File: src/rtl/bitstream_output_buffer.sv
// Byte FIFO that accepts up to four carry-resolved bitstream bytes per cycle and
// streams them out one per cycle with a per-byte end-of-frame tag.
module bitstream_output_buffer #(
    parameter int unsigned OB_BITSTREAM_WIDTH = 8,
    parameter int unsigned OB_ADDR_WIDTH      = 4
) (
    input  logic                          ob_clk,
    input  logic                          ob_reset,
    input  logic [2:0]                    in_flag_bitstream,
    input  logic [OB_BITSTREAM_WIDTH-1:0] in_bit_1,
    input  logic [OB_BITSTREAM_WIDTH-1:0] in_bit_2,
    input  logic [OB_BITSTREAM_WIDTH-1:0] in_bit_3,
    input  logic [OB_BITSTREAM_WIDTH-1:0] in_last_bit,
    input  logic                          in_flag_last,
    input  logic                          out_ready,
    output logic                          in_ready,
    output logic [OB_BITSTREAM_WIDTH-1:0] out_byte,
    output logic                          out_valid,
    output logic                          out_last,
    output logic [OB_ADDR_WIDTH:0]        out_count,
    output logic                          out_error
);

    localparam int unsigned Depth = 2 ** OB_ADDR_WIDTH;
    localparam int unsigned CntW  = OB_ADDR_WIDTH + 1;

    typedef logic [OB_ADDR_WIDTH-1:0] ptr_t;
    typedef logic [CntW-1:0]          cnt_t;

    logic [OB_BITSTREAM_WIDTH-1:0] mem [Depth];
    logic [Depth-1:0]              tag;
    ptr_t                          rd_ptr;
    ptr_t                          wr_ptr;
    cnt_t                          count;
    logic                          error;

    logic                          flag_legal;
    logic                          push;
    logic                          pop;
    cnt_t                          n;
    logic [OB_BITSTREAM_WIDTH-1:0] grp [4];

    always_comb begin
        grp[0]     = in_bit_1;
        grp[1]     = in_bit_2;
        grp[2]     = in_bit_3;
        grp[3]     = in_last_bit;
        flag_legal = (in_flag_bitstream != 3'd0) && (in_flag_bitstream <= 3'd4);
        push       = flag_legal && in_ready;
        n          = push ? cnt_t'(in_flag_bitstream) : '0;
        pop        = out_valid && out_ready;
    end

    // Room for a worst-case group of four is required before any group is taken.
    assign in_ready  = (count <= cnt_t'(Depth - 4));
    assign out_valid = (count != '0);
    assign out_byte  = out_valid ? mem[rd_ptr] : '0;
    assign out_last  = out_valid & tag[rd_ptr];
    assign out_count = count;
    assign out_error = error;

    // Data storage carries no reset; validity is tracked by count alone.
    always_ff @(posedge ob_clk) begin
        if (ob_reset && push) begin
            for (int i = 0; i < 4; i++) begin
                if (i < int'(in_flag_bitstream)) begin
                    mem[wr_ptr + ptr_t'(i)] <= grp[i];
                end
            end
        end
    end

    always_ff @(posedge ob_clk) begin
        if (!ob_reset) begin
            rd_ptr <= '0;
            wr_ptr <= '0;
            count  <= '0;
            tag    <= '0;
            error  <= 1'b0;
        end else begin
            if (push) begin
                for (int i = 0; i < 4; i++) begin
                    if (i < int'(in_flag_bitstream)) begin
                        tag[wr_ptr + ptr_t'(i)] <= in_flag_last &&
                                                   (i == int'(in_flag_bitstream) - 1);
                    end
                end
                wr_ptr <= wr_ptr + ptr_t'(in_flag_bitstream);
            end
            if (pop) begin
                rd_ptr <= rd_ptr + ptr_t'(1);
            end
            count <= count + n - cnt_t'(pop);
            // Covers both overflow of a legal group and illegal flag codes.
            if ((in_flag_bitstream != 3'd0) && !push) begin
                error <= 1'b1;
            end
        end
    end

endmodule

File: config.mk
export PLATFORM = sky130hd
export DESIGN_NAME = bitstream_output_buffer
export DESIGN_NICKNAME = d
export VERILOG_FILES = /design/src/rtl/bitstream_output_buffer.sv
export SDC_FILE = /design/constraint.sdc
export NUM_CORES = 1
export LEC_CHECK = 0
export CORE_AREA = 2 2 214 195
export DETAILED_ROUTE_END_ITERATION = 16
export DIE_AREA = 0 0 216 197
export RECOVER_POWER = 100
export SKIP_CTS_REPAIR_TIMING = 1
export SLEW_MARGIN = 40
export SYNTH_ARGS = -nofsm -noshare
export SYNTH_HDL_FRONTEND = slang
export SYNTH_SLANG_ARGS = --single-unit
File: constraint.sdc
create_clock -name ob_clk -period 3.6 [get_ports ob_clk]
set_clock_uncertainty 0.05 [all_clocks]
set_input_delay 0.72 -clock ob_clk [delete_from_list [all_inputs] [get_ports ob_clk]]
set_output_delay 0.72 -clock ob_clk [all_outputs]
set_load 0.005 [all_outputs]
# Word level (Yosys, flattened, before mapping)
# Memory sizes are Yosys's and may differ from the RTL's. A register that Yosys moved wholly into a read port is not among the register bits.
# Index checks and enable logic that the tools add are counted.
classes:
  eq_ne: 3
  order_cmp: 15
  bitwise_logic: 1
  reduce_logical: 17
  n_mux: 40
  addsub: 8
op_table:
  columns: ["cell", "n"]
  rows:
  - ["2-to-1 mux 16 bit", 10]
  - ["bitwise mux 16 bit", 4]
  - ["zero test 32 bit", 1]
  - ["< comparator 4 x 5 -> 1 bit (second input constant)", 5]
  - ["2-to-1 mux 1 bit", 17]
  - ["demux 1 bit (select 4 bit)", 4]
  - ["greater-or-equal comparator 4 x 1 -> 1 bit (second input constant)", 4]
  - ["logical AND 1 bit", 13]
  - ["adder 4 x 1 -> 4 bit (second input constant)", 2]
  - ["adder 4 x 2 -> 4 bit (second input constant)", 2]
  - ["equality test 3 x 4 -> 1 bit (first input constant)", 2]
  - ["2-to-1 mux 4 bit", 2]
  - ["2-to-1 mux 8 bit", 1]
  - ["< comparator 1 x 3 -> 1 bit (first input constant)", 2]
  - ["< comparator 2 x 3 -> 1 bit (first input constant)", 2]
  - ["adder 5 x 3 -> 5 bit", 1]
  - ["less-or-equal comparator 5 x 4 -> 1 bit (second input constant)", 1]
  - ["nonzero test 5 bit", 1]
  - ["subtractor 5 x 1 -> 5 bit", 1]
  - ["adder 4 x 3 -> 4 bit", 1]
  - ["binary-select mux 1 bit (select 4 bit)", 1]
  - ["equality test 2 x 4 -> 1 bit (first input constant)", 1]
  - ["subtractor 3 x 1 -> 4 bit (second input constant)", 1]
  - ["less-or-equal comparator 3 bit (second input constant)", 1]
  - ["other kinds (4)", 4]
word_totals:
  ram_bits: 128
  in_bits: 39
  memories: 1
  output_inout_bits: 17
  ff_bits: 30
  wordCells: 90
memory_table:
  columns: ["name", "words", "word_bits", "read_ports", "rd_clocked_by_memory_dff", "write_ports", "line_no", "source"]
  rows:
  - ["mem", 16, 8, 1, 1, 4, "30", "logic [OB_BITSTREAM_WIDTH-1:0] mem [Depth];"]

# Logic depth before layout (Yosys ltp)
depth:
  word_depth: 18
  depth_mapped: 17
  ltp_nobuf: 15

# Worst setup path after synthesis
# Ideal clock, no wire load.
synth_path:
  kind: "in2reg"
  startpoint: "input in_flag_bitstream[1]"
  endpoint: "register count[4] (netlist: out_count[4])"
  required_time_ps: 3435
  setup_time_ps: 115
  setup_slack_ps: 204
  t_arrival_ps: 3231
  path_buffers: 3
  cell_stages: 16
  path_cell_list: "or3_1 clkbuf_1 o211a_1 clkbuf_1 clkbuf_1 nand2_1 ha_1 inv_1 ha_1 inv_1 fa_1 inv_1 a21o_1 a21oi_1 xnor2_1 and2_1"
synth_between:
  elab_chain_len: 6
  word_cells_on_any_way: 7
  classes_between: "add/sub: 2; order compare: 1; mux: 1; reduce/logical: 3"
synth_lines:
  columns: ["element", "line_no", "source"]
  rows:
  - ["start: declaration", "9", "input logic [2:0] in_flag_bitstream,"]
  - ["less-or-equal comparator 3 bit or nonzero test 3 bit (tied branches)", "48", "flag_legal = (in_flag_bitstream != 3'd0) && (in_flag_bitstream <= 3'd4);"]
  - ["logical AND 1 bit", "48", null]
  - ["logical AND 1 bit", "49", "push = flag_legal && in_ready;"]
  - ["2-to-1 mux 3 bit *", "50", "n = push ? cnt_t'(in_flag_bitstream) : '0;"]
  - ["adder 5 x 3 -> 5 bit *", "93", "count <= count + n - cnt_t'(pop);"]
  - ["subtractor 5 x 1 -> 5 bit *", "93", null]
  - ["end signal: assignment", "93", null]
  - ["end: declaration", "34", "cnt_t count;"]
# Mark *: on every way between the ends. The rest lies on a longest branch, timed or not.
# A chain may end at the register's enable or synchronous reset.

==> impl_metrics.toml <==
[setup_path]
endpoint_kind = "output pin"
path_delay_family = "multiplexers"
cp-start-kind = "register"
critPathKind = "reg -> out"
timing.critical_path.cells = "buf_8 -> mux4_2 -> mux4_2 -> nor2b_1 -> clkdlybuf4s50_1"
cp_data_arrival_time_ps = 2760
critPathBufInv = 2
cp_slowest_stage_delay_ps = 570
cpMaxStageDelayCell = "mux4_2"
r2r_start = "out_count[4]$_SDFF_PN0_"
r2r_end = "mem[8][4]$_DFFE_PP_"
rrSetupSlack_ps = 280
required_ps = 2830
crit_path_frequent_cell = "mux4_2"
worstRegToRegCells = 8
path_max_fanout = 16

[placement]
pre_cts_ws_ps = 120
io_buffers = 55
dpl.cell_count = 1820
dpl.hpwl_um = 32800
gp_congestion = 0.975

[layout]
fin_nets = 1357
fin_cells = 1854
fillers = 3989
areaGrowthSynthToFinish_pct = 19.2
antenna_cells = 0
final_util_pct = 35.3
drive_gt1_share_pct = 17.8

[synthesis]
synth_edf_count = 128
ys_top_cells_by_area = "edfxtp_1 (32%), mux2i_1 (9.5%), mux4_2 (8.5%), dfxtp_1 (5.7%), o22ai_1 (5.0%)"
synth_cell_types = 72
ys_seq_elements = 162
synth_commonest_cells = "edfxtp_1 (128), mux2i_1 (113), o22ai_1 (95)"
synth_top_flop_cell = "edfxtp_1"
synth-warning-count = 0
synthesis.area_um2 = 11900
yosys.area.top_type_share_pct = 32.2
synthCells = 1218
yosysMostFrequentCell = "edfxtp_1"
syn-num-nets = 1274
yosysSeqAreaShare_pct = 37.9
avgSynthCellArea_um2 = 9.80
synth_top_area_cell = "edfxtp_1"
ys_async_sr_fraction_pct = 0

[routing]
wirelength_um = 47300
ant_nets = 0
wl_met3_um = 4920
drtIter0Drc = 1377
dr_wl_met2_um = 21400
wire_per_inst_um = 25.5
via_per_inst = 6.04
top_layer_used = "met4"
drc = 0
vias = 11200
wl_met1_um = 19300
dr.pass1.iters = 8

[sta]
setup_violations = 0
min_period_ps = 3530
hold_viol = 0
relSlewSlack_pct = 41.4
max_freq_mhz = 283
drv_slew = 0
worstMarginPinSlew_ps = 877
layout_setup_ws_ps = 69.0
holdWs_ps = 412
timing.final.crit_share_pct = 98.1
grt_setup_unrepaired = "no"

[hold_path]
hold-path-endpoint = "out_error$_SDFFE_PN0P_"
min-delay-path-class = "reg -> reg"
hold_start = "out_error$_SDFFE_PN0P_"
hold-path-cell-count = 2

[global_route]
grt_pass1_vias = 10700
antenna_found_initial = 0
grt_max_degree = 38
overflow = 0
grt_pass1_wl_um = 70000
grtUsageTotal_pct = 21.9

[floorplan]
dieWidth_um = 216
initial_utilization_pct = 29.6
pin_count = 56
rows = 70
coreArea_um2 = 40300
die-area_um2 = 42600
die_y_um = 197

[pwr]
seqPwrFrac_pct = 31.7
switchingPower_w = 0.00290
power_density_nw_per_um2 = 538
combPwrFrac_pct = 41.9
p_sw_share_pct = 37.9
report.power.total_w = 0.00764
ir_drop_mv = 0.344
cellLeakagePower_nw = 4.83
p_int_w = 0.00475
clock_power_share_pct = 26.4

[cts]
htree_levels = 4
clock-sinks = 162
tritoncts = "yes"
clk_latency_ps = 450
cts_made_buffers = 17
clkTransAtPathRegs_ps = 70
cts_buffer_depth = 2
cts_root_buf = "clkbuf_16"

[status]
status = "finished, final reports clean"

[flow_run]
maxCapViolCount = 0
## per-stage QoR
step	area [um^2]	TNS, ps
final	14200	0
after CTS	14400	-1.41
after floorplan	11900	0
after global placement	13800	0
after global routing	14200	0
after detailed placement	13800	0
## kinds of logic after synthesis
family	share of synthesized area, %
AO/OA/AOI/OAI	21.4
adder cells (fa/ha/maj)	1.99
AND/OR/NAND/NOR	14.2
flip-flops	37.9
buffers and inverters	4.70
multiplexers	18.9
XOR/XNOR	0.881
## final cells by class
| type | count | area [um^2] | area share (%) |
|---|---|---|---|
| repair buffers | 183 | 1480 | 10.4 |
| clock buffers | 18 | 429 | 3.02 |
| well taps | 540 | 676 | 4.75 |
| inverters | 22 | 82.6 | 0.581 |
| flip-flops and latches | 162 | 4530 | 31.8 |
| multi-input cells | 915 | 6840 | 48.1 |
| clock inverters | 14 | 189 | 1.33 |
## power groups by stage
| stage | Clock (W) | Combinational [W] | Sequential, W |
|---|---|---|---|
| floorplan | 0 | 0.00197 | 0.00237 |
| global placement | 0 | 0.00316 | 0.00244 |
| detailed placement | 0 | 0.00319 | 0.00245 |
| CTS | 0.00202 | 0.00320 | 0.00241 |
| global route | 0.00209 | 0.00343 | 0.00245 |
| finish | 0.00202 | 0.00320 | 0.00242 |
## registers in the layout, indices dropped and copies added (netlist names), named ones only
signal	flops
out_error	1
mem	128
out_count	5
wr_ptr	4
rd_ptr	4
tag	16
## cells in the final DEF, fill, tap and decap left out, types with 10 or more instances in the layout
| master | instances |
|---|---|
| edfxtp_1 | 128 |
| mux2i_1 | 113 |
| o22ai_1 | 95 |
| nand2_1 | 87 |
| a21oi_1 | 84 |
| buf_4 | 78 |
| o21ai_0 | 68 |
| nor2_1 | 66 |
| nor2b_1 | 52 |
| mux4_2 | 45 |
| a211oi_1 | 41 |
| a22oi_1 | 35 |
| dfxtp_1 | 33 |
| clkdlybuf4s50_1 | 33 |
| inv_1 | 22 |
| clkbuf_2 | 21 |
| nor3_1 | 20 |
| clkbuf_1 | 18 |
| clkbuf_16 | 17 |
| nand3_1 | 16 |
| ha_1 | 15 |
| a21o_1 | 13 |
| buf_2 | 13 |
| a31oi_1 | 11 |
| buf_12 | 11 |
| or3_1 | 10 |
| mux2_2 | 10 |
## worst max-delay path by stage
stage	end	slack, ps	depth (start not counted)
6_report	out_byte[5]	70	5
3_5_place_dp	mem[4][6]$_DFFE_PP_	120	9
5_1_grt	out_byte[5]	10	5
4_1_cts	out_byte[3]	-1	5
3_3_place_gp	out_count[4]$_SDFF_PN0_	180	14
2_1_floorplan	out_count[4]$_SDFF_PN0_	200	16
## tightest hold or removal path: stages (launching register included)
cell	delay, ps
dfxtp_1	310
inv_1	40
a21boi_0	70
## layer usage
layer / track usage, % / up-vias
met5: 0 / -
met4: 8.27 / 0
met3: 4.83 / 144
met2: 34.7 / 735
met1: 29.4 / 5428
li1: - / 4888
Note: power is estimated with default switching activity, not from simulation.
